### src/rtl/instr_encoder.sv
// instr_encoder: packs decoded instruction fields into machine words and streams them into imem.
module instr_encoder #(
  parameter logic [31:0] BASE_ADDR = 32'h0000_0000,
  parameter int          DEPTH     = 64,
  parameter int          CNT_W     = 7
) (
  input  logic             clk,
  input  logic             reset,
  input  logic             start,
  input  logic             finish,
  input  logic             in_valid,
  output logic             in_ready,
  input  logic [1:0]       in_class,
  input  logic [3:0]       in_cond,
  input  logic [3:0]       in_cmd,
  input  logic             in_s,
  input  logic             in_imm,
  input  logic             in_load,
  input  logic             in_byte,
  input  logic [3:0]       in_rn,
  input  logic [3:0]       in_rd,
  input  logic [11:0]      in_src2,
  input  logic [23:0]      in_imm24,
  output logic             we,
  output logic [31:0]      waddr,
  output logic [31:0]      wdata,
  output logic [CNT_W-1:0] count,
  output logic             done,
  output logic             err
);
  typedef enum logic [1:0] {IDLE, RUN, FULL} state_t;
  localparam logic [CNT_W-1:0] DEPTH_C = CNT_W'(DEPTH);
  localparam logic [CNT_W-1:0] LAST_C  = CNT_W'(DEPTH - 1);
  state_t state, state_n;
  logic acc, legal;
  logic [31:0] enc;
  assign acc   = in_valid & in_ready;
  assign legal = in_class != 2'b11;
  always_comb begin
    enc = in_class == 2'b00 ? {in_cond, 2'b00, in_imm, in_cmd, in_s, in_rn, in_rd, in_src2} :
          in_class == 2'b01 ? {in_cond, 2'b01, ~in_imm, 2'b11, in_byte, 1'b0, in_load, in_rn, in_rd, in_src2} :
                              {in_cond, 2'b10, 2'b10, in_imm24};
  end
  always_ff @(posedge clk or posedge reset) begin
    if (reset) state <= IDLE;
    else       state <= state_n;
  end
  // the accept that fills the last slot closes the session on the same edge
  always_comb begin
    state_n = state == IDLE ? (start ? RUN : IDLE) :
              state == RUN  ? ((finish || (acc && legal && count == LAST_C)) ? FULL : RUN) :
                              (start ? RUN : FULL);
  end
  always_comb begin
    in_ready = state == RUN && count < DEPTH_C;
    done     = state == FULL;
  end
  always_ff @(posedge clk or posedge reset) begin
    if (reset) begin
      we    <= 1'b0;
      waddr <= '0;
      wdata <= '0;
      count <= '0;
      err   <= 1'b0;
    end else begin
      we <= acc && legal;
      if (acc && legal) begin
        waddr <= BASE_ADDR + (32'(count) << 2);
        wdata <= enc;
        count <= count + CNT_W'(1);
      end
      if (acc && !legal) err <= 1'b1;
      if (start && state != RUN) begin
        count <= '0;
        err   <= 1'b0;
      end
    end
  end
endmodule
### config.mk
export PLATFORM = sky130hd
export DESIGN_NAME = instr_encoder
export DESIGN_NICKNAME = d
export VERILOG_FILES = /design/src/rtl/instr_encoder.sv
export SDC_FILE = /design/constraint.sdc
export NUM_CORES = 1
export LEC_CHECK = 0
export ABC_AREA = 0
export CAP_MARGIN = 10
export CORE_MARGIN = 10
export CORE_UTILIZATION = 39
export DETAILED_ROUTE_END_ITERATION = 6
export PLACE_DENSITY = 0.92
export SKIP_LAST_GASP = 1
export SYNTH_ARGS = -nofsm -noshare
export SYNTH_HDL_FRONTEND = slang
export SYNTH_SLANG_ARGS = --single-unit
export TNS_END_PERCENT = 10
### constraint.sdc
create_clock -name clk -period 1.6 [get_ports clk]
set_input_delay 0.24 -clock clk [delete_from_list [all_inputs] [get_ports clk]]
set_output_delay 0.24 -clock clk [all_outputs]
set_load 0.01 [all_outputs]
* Yosys cells after proc, flatten, opt, wreduce, memory -nomap -nowiden
Index checks and enable logic that the tools add are counted.
Storage, ports and cells: output and inout bits 75, logic and storage cells 38, input bits 63, register bits 50
Operators by class: muxes and demuxes 11, bitwise logic cells 2, equality and inequality tests 6, reductions and logical operators 11, order comparisons 1, $add $sub $neg 1
Operators with widths (number):
- two-way mux 28 bit | 2
- two-way mux 7 bit | 2
- two-way mux 2 bit | 4
- adder 7 x 1 -> 7 bit (second input constant) | 1
- equality test 7 x 6 -> 1 bit (second input constant) | 1
- < comparator 7 bit (second input constant) | 1
- logical AND 1 bit | 5
- equality test 2 x 1 -> 1 bit (second input constant) | 2
- logical NOT 2 bit | 2
- nonzero test 2 bit | 2
- two-way mux 1 bit | 3
- equality test 2 bit (second input constant) | 1
- != test 2 x 1 -> 1 bit (second input constant) | 1
- != test 2 bit (second input constant) | 1
- AND 1 bit | 1
- logical NOT 1 bit | 1
- logical OR 1 bit | 1
- inverter 1 bit | 1

* Logic depth before layout (Yosys ltp)
depth in word-level cells 9, mapped depth 6, depth with buffers taken out 4

* Worst setup path before layout
No wires, ideal clock.
kind reg2reg, start point reg count[6], end point reg waddr[2], data required time 1.475 ns, arrival 1.358 ns, period minus slack after synthesis 1.483 ns, slack 0.117 ns, path buffers 1, library setup time 0.125 ns, stages on the path, launching flop included 6, cells stage by stage dfrtp_1 and4bb_4 nand2_4 inv_2 buf_6 mux2_4
On the way: word-level cells in the longest chain between the ends 4
Ends and longest elaborated chain:
- start: declaration | line 27 | output logic [CNT_W-1:0] count,
- start signal: assignment | line 70 | count <= count + CNT_W'(1);
- < comparator 7 bit | line 55 | in_ready = state == RUN && count < DEPTH_C;
- logical AND 1 bit | line 55
- AND 1 bit | line 37 | assign acc = in_valid & in_ready;
- logical AND 1 bit | line 67 | if (acc && legal) begin
- end signal: assignment | line 68 | waddr <= BASE_ADDR + (32'(count) << 2);
- end: declaration | line 25 | output logic [31:0] waddr,
Every way passes these cells. A chain may end at the register's enable or synchronous reset.

* Worst setup path in the final report
start point reg count[2], end point out count[2]
No word-level cell between the ends.

==> summary.txt <==
Run status
  – Outcome: complete, but fails checks
  – Violations in the final reports: negative setup slack

Timing
  – Final Cycle Share: 101%
  – Minimum setup slack in the final design: -0.0206 ns
  – Setup-failing EPs final: 2
  – Final worst path period need: 1.62 ns
  – Final Hold Vio Count: 0
  – Number of slew-limit violations in the final report: 0
  – Final setup skew: 0.00739 ns
  – Post-route setup TNS: -0.0270 ns
  – Highest achievable clock rate: approximately 0.62 GHz
  – Post-route worst hold slack: roughly 0.30 ns
  – Unrepaired setup endpoints after global routing: yes

Worst setup path
  – CP max stage delay: about 0.60 ns
  – Register-to-Register Path Depth: 5
  – Largest delay share family, worst path: buffers and inverters
  – Count of buffering cells on the critical path with inverters included: 1
  – Data required time of the critical path: 1.36 ns
  – Critical Path Sink Type: output pin
  – Worst EP arrival: around 1.4 ns
  – Critical-path top delay cell: sky130_fd_sc_hd__clkdlybuf4s50_1
  – Crit-path cells: clkdlybuf4s50_1
  – Kind of start point of the critical path: flip-flop
  – Path length in cells of the critical path: 1
  – Highest net fanout along the worst path: 8
  – Crit Path Category: reg -> out

Power
  – Peak ir drop on the vdd network: 0.000694 V
  – Sequential fraction of design power: roughly two fifths
  – Net Sw Power: approximately 1.6 mW
  – Cell Pwr Density: ~1300 nW/µm²
  – Leakage power total: about 1.7 nW
  – Comb power frac: between 40 and 50%
  – Fraction of power spent switching nets: around 31%
  – Relative contribution of the clock network to total power: 16.9%
  – Pint: ~3.4 mW

Detailed routing
  – Via count: roughly 2100
  – Final WL: approximately 7.4 mm
  – Mean routed wirelength per cell: 17.2 µm
  – Vias per std cell: 4.92
  – First-pass iteration count of the detailed router: 4
  – Post-DRT Antenna Nets: 0
  – Iteration-0 DRC Markers: 57
  – Remaining design rule violation count: 0

Worst hold path
  – Worst min-delay path category: in -> async

Layout
  – Ratio of cells with drive above 1 in the final layout: roughly an eighth
  – Net count, final: 417
  – Number of fill cells in the layout: roughly 520
  – Synthesis-to-layout area growth: 51.8%
  – Area used by multi-input combinational logic: 1080 µm²
  – Register Area: around 1300 µm²
  – Count of antenna diodes in the layout: 0

Clock tree
  – CTS buffer count: 5
  – Clk buf depth: 2
  – Cts-stage hold buffer count: 0
  – Insertion delay of the later-clocked pin in the worst-skew pair: approximately 0.29 ns
  – Setup Fix Bufs, Post-CTS: 0
  – TritonCTS clock tree: yes
  – Clock root buffer: sky130_fd_sc_hd__clkbuf_8
  – Clock slew seen by the registers of the worst setup and hold paths: about 0.09 ns
  – H-Tree Depth: 2
  – Number of sinks handled by clock tree synthesis: 50

Global routing
  – Global-route wire length before repair: approximately 12 mm
  – Number of antenna violations at the first check in global routing: 0
  – Number of global-route vias before repair: 2354
  – Largest net degree at the start of global routing: between 50 and 60
  – GR Overflow Total: 0
  – GRT Util Overall: between 10 and 15%

Synthesis
  – Number of synthesized register bits: 50
  – Part of the Yosys area used for sequential elements: approximately half
  – Number of library cell types mapped by synthesis: 37
  – Netlist area before placement: 2520 µm²
  – Number of warnings issued by yosys: 0
  – Cell count after synthesis: 229
  – Synthesized area per cell: 11.0 µm²

Floorplan
  – Starting utilization of the core area: 39.9%
  – Number of I/O pins: ~140
  – Core Region: between 6000 and 7000 µm²
  – Die footprint: about 10000 µm²
  – Die Y-Extent: roughly 100 µm
  – Std cell rows: 29
  – Die Wd: about 100 µm

Place
  – Total half-perimeter wirelength after legalization and detailed placement: ~5.8 mm
  – # port buffers: ~110
  – Post-place setup slack: -0.230 ns
  – Final GP Congestion: between 0.7 and 0.8

Job
  – Max Cap Viol: 0
==> cells in the final DEF (no fill, tap or decap), drive strengths merged <==
cell,n
a21oi,8
o21a,2
dlygate4sd2,1
xnor2,1
a2bb2oi,3
or4,1
clkbuf,8
mux2i,26
conb,25
inv,4
or3,2
dfrtp,50
nand4,2
nand2b,3
o31ai,2
nor3,2
mux2,12
a21bo,1
nor2,5
ha,1
dlymetal6s2s,1
nand2,6
and4bb,1
nand3,2
buf,20
and2,3
nand4bb,1
o21ai,47
o2bb2ai,1
clkdlybuf4s50,109
and3,1
nor2b,2
or2,1
==> power groups by stage <==
| stage | combinational [mW] | clock (mW) | sequential [mW] |
|---|---|---|---|
| finish | 2.21 | 0.842 | 1.94 |
| global route | 2.41 | 0.924 | 2.01 |
| CTS | 2.25 | 0.870 | 1.94 |
| detailed placement | 2.25 | 0 | 1.97 |
| global placement | 2.18 | 0 | 1.94 |
| floorplan | 0.773 | 0 | 2.14 |
==> Yosys cell counts <==
cell / n / area, µm²
sky130_fd_sc_hd__a21bo_2: 1 / 10.0
sky130_fd_sc_hd__a21oi_1: 8 / 40.0
sky130_fd_sc_hd__a2bb2oi_1: 3 / 26.3
sky130_fd_sc_hd__and2_1: 2 / 12.5
sky130_fd_sc_hd__and2_4: 1 / 8.76
sky130_fd_sc_hd__and3_1: 1 / 6.26
sky130_fd_sc_hd__and4bb_4: 1 / 16.3
sky130_fd_sc_hd__buf_2: 4 / 20.0
sky130_fd_sc_hd__buf_4: 25 / 188
sky130_fd_sc_hd__buf_6: 3 / 33.8
sky130_fd_sc_hd__clkbuf_1: 6 / 22.5
sky130_fd_sc_hd__conb_1: 1 / 3.75
sky130_fd_sc_hd__dfrtp_1: 50 / 1250
sky130_fd_sc_hd__ha_1: 1 / 12.5
sky130_fd_sc_hd__inv_1: 3 / 11.3
sky130_fd_sc_hd__inv_2: 1 / 3.75
sky130_fd_sc_hd__mux2_2: 5 / 56.3
sky130_fd_sc_hd__mux2_4: 7 / 105
sky130_fd_sc_hd__mux2i_1: 26 / 260
sky130_fd_sc_hd__nand2_1: 5 / 18.8
sky130_fd_sc_hd__nand2_4: 1 / 11.3
sky130_fd_sc_hd__nand2b_1: 3 / 18.8
sky130_fd_sc_hd__nand3_1: 2 / 10.0
sky130_fd_sc_hd__nand4_1: 2 / 12.5
sky130_fd_sc_hd__nand4bb_1: 1 / 11.3
sky130_fd_sc_hd__nor2_1: 5 / 18.8
sky130_fd_sc_hd__nor2b_1: 2 / 12.5
sky130_fd_sc_hd__nor3_1: 2 / 10.0
sky130_fd_sc_hd__o21a_1: 2 / 15.0
sky130_fd_sc_hd__o21ai_0: 46 / 230
sky130_fd_sc_hd__o21ai_1: 1 / 5.00
sky130_fd_sc_hd__o2bb2ai_1: 1 / 8.76
sky130_fd_sc_hd__o31ai_1: 2 / 15.0
sky130_fd_sc_hd__or2_2: 1 / 6.26
sky130_fd_sc_hd__or3_1: 2 / 12.5
sky130_fd_sc_hd__or4_1: 1 / 7.51
sky130_fd_sc_hd__xnor2_1: 1 / 8.76
==> logic make-up after synthesis <==
group | count (synthesis) | share of synthesized area, %
AOI/OAI and AO/OA | 64 | 13.9
xor gates and xnor gates | 1 | 0.347
adders and majority gates | 1 | 0.496
buffers and inverters | 42 | 11.1
DFF | 50 | 49.6
muxes | 38 | 16.7
other | 1 | 0.149
and+or+nand+nor | 32 | 7.69
==> timing repair <==
item,4_1_cts,5_1_grt
gates resized for setup,1,1
cloned,0,0
setup endpoints to repair,7,12
==> final cells by class <==
| type | count | area share, % |
|---|---|---|
| clock buffer | 8 | 2.88 |
| sequential | 50 | 32.7 |
| timing repair buffer | 131 | 33.3 |
| multi-input combinational | 161 | 28.3 |
| tap | 77 | 2.52 |
| inverter | 4 | 0.392 |
==> stage by stage <==
| stage | std cells | power [mW] | util (%) | instance area [µm²] |
|---|---|---|---|---|
| final | 431 | 4.99 | 60.6 | 3830 |
| after global routing | 431 | 5.34 | 60.6 | 3830 |
| after CTS | 431 | 5.06 | 60.6 | 3820 |
| after detailed placement | 423 | 4.22 | 58.8 | 3710 |
| after global placement | 423 | 4.12 | 58.8 | 3710 |
| after floorplan | 253 | 2.92 | - | 2610 |
==> registers in the layout, indices dropped and copies added (netlist names) <==
name / cells
count: 7
state: 2
err: 1
waddr: 7
wdata: 32
we: 1
==> worst paths after layout <==
check,from,endpoint,slack (ns)
min in group clk,in_class[1],count[3],0.44
setup reg to reg,state[1],state[0],0
max in group asynchronous,reset,wdata[8],1.06
hold / removal,reset,wdata[17],0.30
setup / recovery,count[2],count[2],-0.02
hold reg to reg,err,err,0.50
==> metal layers <==
layer	track usage, %	vias to the layer above	wire length, µm
li1	-	997	-
met1	16.4	1024	2890
met2	24.1	95	3610
met3	7.49	4	847
met4	2.72	0	53
met5	0	-	0
No activity file was read; power rests on OpenSTA's default activity.
